## src/rtl/gate_truth_table_scanner.sv

```systemverilog
// Self-test stage for the two-input gates block: walks a/b through all four
// vectors, checks y0..y7 against the truth table and reports mismatches.
module gate_truth_table_scanner #(
  parameter int SETTLE_CYCLES = 2
) (
  input  logic       clk,
  input  logic       rst,
  input  logic       start,
  input  logic [7:0] y_in,
  output logic       a_out,
  output logic       b_out,
  output logic       busy,
  output logic       done,
  output logic       pass,
  output logic [7:0] fail_mask,
  output logic [5:0] err_count
);

  if (SETTLE_CYCLES < 1 || SETTLE_CYCLES > 255) begin : g_bad_settle
    $error("SETTLE_CYCLES must be in 1..255");
  end

  localparam logic [7:0] RELOAD = 8'(SETTLE_CYCLES - 1);

  typedef enum logic [1:0] {
    IDLE   = 2'd0,
    SETTLE = 2'd1,
    DONE   = 2'd2
  } state_t;

  state_t     state;
  state_t     state_nxt;
  logic [1:0] vec;
  logic [7:0] cnt;
  logic [7:0] expect_y;
  logic [7:0] mismatch;
  logic [3:0] miss_cnt;
  logic       launch;
  logic       sample;
  logic       last;

  assign a_out  = vec[1];
  assign b_out  = vec[0];
  assign launch = start && (state != SETTLE);
  assign sample = (state == SETTLE) && (cnt == 8'd0);
  assign last   = (vec == 2'd3);

  always_comb begin
    expect_y    = '0;
    expect_y[0] = a_out;
    expect_y[1] = a_out & b_out;
    expect_y[2] = a_out | b_out;
    expect_y[3] = a_out ^ b_out;
    expect_y[4] = ~b_out;
    expect_y[5] = ~(a_out & b_out);
    expect_y[6] = ~(a_out | b_out);
    expect_y[7] = ~(a_out ^ b_out);
  end

  assign mismatch = y_in ^ expect_y;

  always_comb begin
    miss_cnt = '0;
    for (int i = 0; i < 8; i++) begin
      miss_cnt = miss_cnt + 4'(mismatch[i]);
    end
  end

  always_ff @(posedge clk or posedge rst) begin
    if (rst) state <= IDLE;
    else     state <= state_nxt;
  end

  always_comb begin
    state_nxt = state;
    unique case (state)
      IDLE:    if (start) state_nxt = SETTLE;
      SETTLE:  if (sample && last) state_nxt = DONE;
      DONE:    if (start) state_nxt = SETTLE;
      default: state_nxt = IDLE;
    endcase
  end

  always_comb begin
    busy = (state == SETTLE);
    done = (state == DONE);
  end

  // Results accumulate only on the last cycle of each settle window.
  always_ff @(posedge clk or posedge rst) begin
    if (rst) begin
      vec       <= '0;
      cnt       <= '0;
      fail_mask <= '0;
      err_count <= '0;
      pass      <= 1'b0;
    end else if (launch) begin
      vec       <= '0;
      cnt       <= RELOAD;
      fail_mask <= '0;
      err_count <= '0;
      pass      <= 1'b0;
    end else if (sample) begin
      fail_mask <= fail_mask | mismatch;
      err_count <= err_count + 6'(miss_cnt);
      if (!last) begin
        vec <= vec + 2'd1;
        cnt <= RELOAD;
      end else begin
        pass <= ((fail_mask | mismatch) == 8'h00);
      end
    end else if (state == SETTLE) begin
      cnt <= cnt - 8'd1;
    end
  end

endmodule
```

## config.mk

```make
export PLATFORM = sky130hd
export DESIGN_NAME = gate_truth_table_scanner
export DESIGN_NICKNAME = d
export VERILOG_FILES = /design/src/rtl/gate_truth_table_scanner.sv
export SDC_FILE = /design/constraint.sdc
export NUM_CORES = 1
export LEC_CHECK = 0
export CAP_MARGIN = 20
export CORE_MARGIN = 5
export CORE_UTILIZATION = 51
export DETAILED_ROUTE_END_ITERATION = 6
export GPL_TIMING_DRIVEN = 0
export HOLD_SLACK_MARGIN = 0.08
export PLACE_DENSITY = 0.81
export SYNTH_ARGS = -nofsm -noshare
export SYNTH_HDL_FRONTEND = slang
export SYNTH_SLANG_ARGS = --single-unit
export TNS_END_PERCENT = 10
```

## constraint.sdc

```tcl
create_clock -name clk -period 6.1 [get_ports clk]
set_clock_uncertainty 0.1 [all_clocks]
set_input_delay 0.61 -clock clk [delete_from_list [all_inputs] [get_ports clk]]
set_output_delay 0.61 -clock clk [all_outputs]
set_load 0.01 [all_outputs]
```

==> impl_results.md <==
- Via Count: between 1k and 1.5k
- Inserted Diodes: 0
- Vias in the first global route: about 1.5k
- Met1 Use GR: 27.5%
- Drt pass-1 iters: 4
- GRT met2 Usage: approximately a third
- Register area share after synthesis: between 40% and 50%
- DIE HEIGHT: about 67 um
- Largest delay contributor family on the critical path: adder cells
- Nets: approximately 230
- Most used DFF post-synth: dfrtp_1
- Die X-Extent: ~67 um
- Post-Route WL: approximately 4000 um
- Die Area: around 0.0045 mm^2
- Max Slew Vio Count: 0
- Site Rows: 20
- I/O Pins: 30
- Worst r2r src: vec[0]$_DFFE_PP0P_
- Syn_area_per_cell: approximately 9.7 um^2
- Period minus WS final: around 4400 ps
- Iter 0 DRT Violations: 100
- R2R Setup Slk: 1700 ps
- # Post-CTS Setup Buffers: 0
- Initial antenna violation count: 0
- Clk sinks: 27
- Storage element area: 676 um^2
- CTS tree: yes
- Share of cells above drive strength 1: between 6 and 7%
- Clk root buf: clkbuf_4
- Grt total ovfl: 0
- Largest net degree at the start of global routing: 28
- Worst EP required: between 6000 and 7000 ps
- Post-synth EDFFs: 0
- H-tree Lvls: 1
- CP peak stage delay: about 560 ps
- Vias/cell: between 5 and 6
- DP Wirelength: between 3000 and 4000 um
- Worst Reg-to-Reg Cells: 14
- Multi-input logic area: approximately 910 um^2
- Final Cycle Share: between 70% and 80%
- Core Area: slightly above 0.003 mm^2
- Clk Latency, worst-skew pair: 320 ps
- Crit Path Category: flop to flop
- Antenna-violating nets left: 0
- Setup violators final: 0
- Clk slew on worst S/H paths: 150 ps
- Total GRT Usage: 20.1%
- Worst VDD drop: roughly 450 uV
- Post-CTS Resized: 0
- DR DRC count: 0
- FF+latch count, synth: 27
- Initial Util: between 50% and 60%
- Crit-path cells: inv_1 > ha_1 > xor2_1 > inv_1 > fa_1 > fa_1 > inv_1 > fa_1 > fa_1 > fa_1 > nor2b_1 > o21ai_0 > a21oi_1 > mux2i_1
- Pwr/cell area: between 500 and 600 mW/mm^2
- F_max: roughly 0.23 GHz
- Post-synth net total: between 150 and 200
- Hold Violations, Final: 0
- CTS Hold Bufs: 0
- Outcome: finished, final reports clean
- Power Total: about 1.1 mW
- Tightest Hold Check Type: input port to async pin
- RSZ-0062 raised after global routing: no
- Area growth, synth to finish: 24.0%
- Synth Warn #: 0
- Endpoint type of the worst setup path: flop
- Pleak: roughly 0.91 nW
- Ys async rst share: 100%
- # port buffers: 29
- M3 GR Usage: 2.50%
- GRT busiest layer: met2
- Crit-path slowest cell: fa_1
- Most frequent CP cell: fa_1
- CP Launch Type: flop
- CTS Buf Count: 3
- Wire length per cell: about 16 um
- Fillers: ~270
- FF-to-FF End: err_count[4]$_DFFE_PP0P_
- Clock buffer depth: 2
- Fin util: 66.7%
- Slew margin rel.: between 50% and 60%
- Post-synth cell types: 39
- Worst Setup SP: vec[0]$_DFFE_PP0P_
- MaxCap Viol Count: 0
- First-pass GRT wire length: between 6000 and 7000 um
- Max FO, Critical Path: 4
- Worst path bufs/invs: 3
- CP endpoint: err_count[4]$_DFFE_PP0P_
- TNS Setup: 0 ps
- Critical path arrival: around 4600 ps
- Mapped Cells: ~170
- Slew at the pin with the worst max-slew slack: 691 ps
- GPL Wtd Cong: around 0.8
- Post-Syn Area: ~0.0017 mm^2
- CP Depth: 14
metal layers:
layer	share of wire, %	wire [um]
met5	0	0
met4	0.48	19
met3	4.8	190
met2	50	2000
met1	45	1780
metrics by stage:
step	hold slack, ps	instance area [um^2]	instances	setup slack (ps)
CTS	415	2040	249	1670
floorplan	356	1670	172	2010
global placement	372	2010	245	1460
detailed placement	396	2010	245	1370
global route	383	2070	250	1420
finish	378	2070	250	1700
kinds of logic after synthesis:
| group | Yosys count | synth area share [%] |
|---|---|---|
| simple gates | 57 | 19.0 |
| compound gates | 40 | 14.6 |
| flops | 27 | 40.5 |
| buf+inv | 19 | 4.73 |
| fa+ha+maj | 15 | 13.5 |
| xor+xnor | 10 | 5.25 |
| mux | 4 | 2.40 |
how the worst min path moves through the flow:
| stage | end | slack, ps | from |
|---|---|---|---|
| floorplan | state[0]$_DFFE_PP0P_ | 360 | state[0]$_DFFE_PP0P_ |
| global placement | state[0]$_DFFE_PP0P_ | 370 | state[0]$_DFFE_PP0P_ |
| global route | state[1]$_DFFE_PP0P_ | 380 | rst |
| detailed placement | state[0]$_DFFE_PP0P_ | 400 | state[0]$_DFFE_PP0P_ |
| CTS | state[0]$_DFFE_PP0P_ | 420 | state[0]$_DFFE_PP0P_ |
| finish | state[1]$_DFFE_PP0P_ | 380 | rst |
synthesized netlist by cell type, types with 2 or more instances:
| library cell | count | area share, % |
|---|---|---|
| mux2i_1 | 4 | 2.4 |
| nor4_1 | 3 | 1.1 |
| xor2_1 | 4 | 2.1 |
| a21oi_1 | 8 | 2.4 |
| dfrtp_1 | 27 | 41 |
| nand2b_1 | 2 | 0.75 |
| nor2b_1 | 3 | 1.1 |
| o31ai_1 | 5 | 2.3 |
| buf_4 | 2 | 0.90 |
| or3_1 | 2 | 0.75 |
| nand2_1 | 16 | 3.6 |
| o22ai_1 | 2 | 0.75 |
| nand4_1 | 2 | 0.75 |
| or4_1 | 5 | 2.3 |
| o21ai_0 | 15 | 4.5 |
| inv_1 | 14 | 3.2 |
| xnor2_1 | 6 | 3.2 |
| nor2_1 | 9 | 2.0 |
| o21a_1 | 3 | 1.4 |
| clkbuf_1 | 3 | 0.68 |
| nand3b_1 | 2 | 0.90 |
| ha_1 | 10 | 7.5 |
| fa_1 | 5 | 6.0 |
| nand3_1 | 5 | 1.5 |
flip-flops by register name, summed over array words and instances, names as in the netlist:
name and flops:
cnt 8, fail_mask 8, err_count 6, state 2, vec 2, pass 1
cell type report:
| class | count | share of cell area [%] |
|---|---|---|
| plain buffers | 5 | 1.27 |
| well taps | 44 | 2.66 |
| inverters | 14 | 2.54 |
| clock inverters | 1 | 0.242 |
| multi-input cells | 126 | 44.2 |
| repair buffers | 30 | 15.4 |
| flip-flops and latches | 27 | 32.7 |
| clock buffers | 3 | 1.09 |
worst reg2reg max path: stages (launching register included):
cell and delay (ps):
dfrtp_1 460, inv_1 110, ha_1 210, xor2_1 280, inv_1 90, fa_1 470
fa_1 560, inv_1 60, fa_1 520, fa_1 490, fa_1 410, nor2b_1 120
o21ai_0 90, a21oi_1 190, mux2i_1 190
power by group:
part | internal, mW | switching (mW) | total [mW]
registers | 0.243 | 0.0673 | 0.310
clock network | 0.0246 | 0.0550 | 0.0796
logic | 0.345 | 0.391 | 0.736
cells in the final DEF (no fill, tap or decap), types with 6 or more instances in the layout:
cell type,Yosys,layout
a21oi_1,8,8
clkdlybuf4s50_1,0,29
dfrtp_1,27,27
ha_1,10,10
inv_1,14,14
nand2_1,16,16
nor2_1,9,9
o21ai_0,15,15
xnor2_1,6,6
Note: power is estimated with default switching activity, not from simulation.
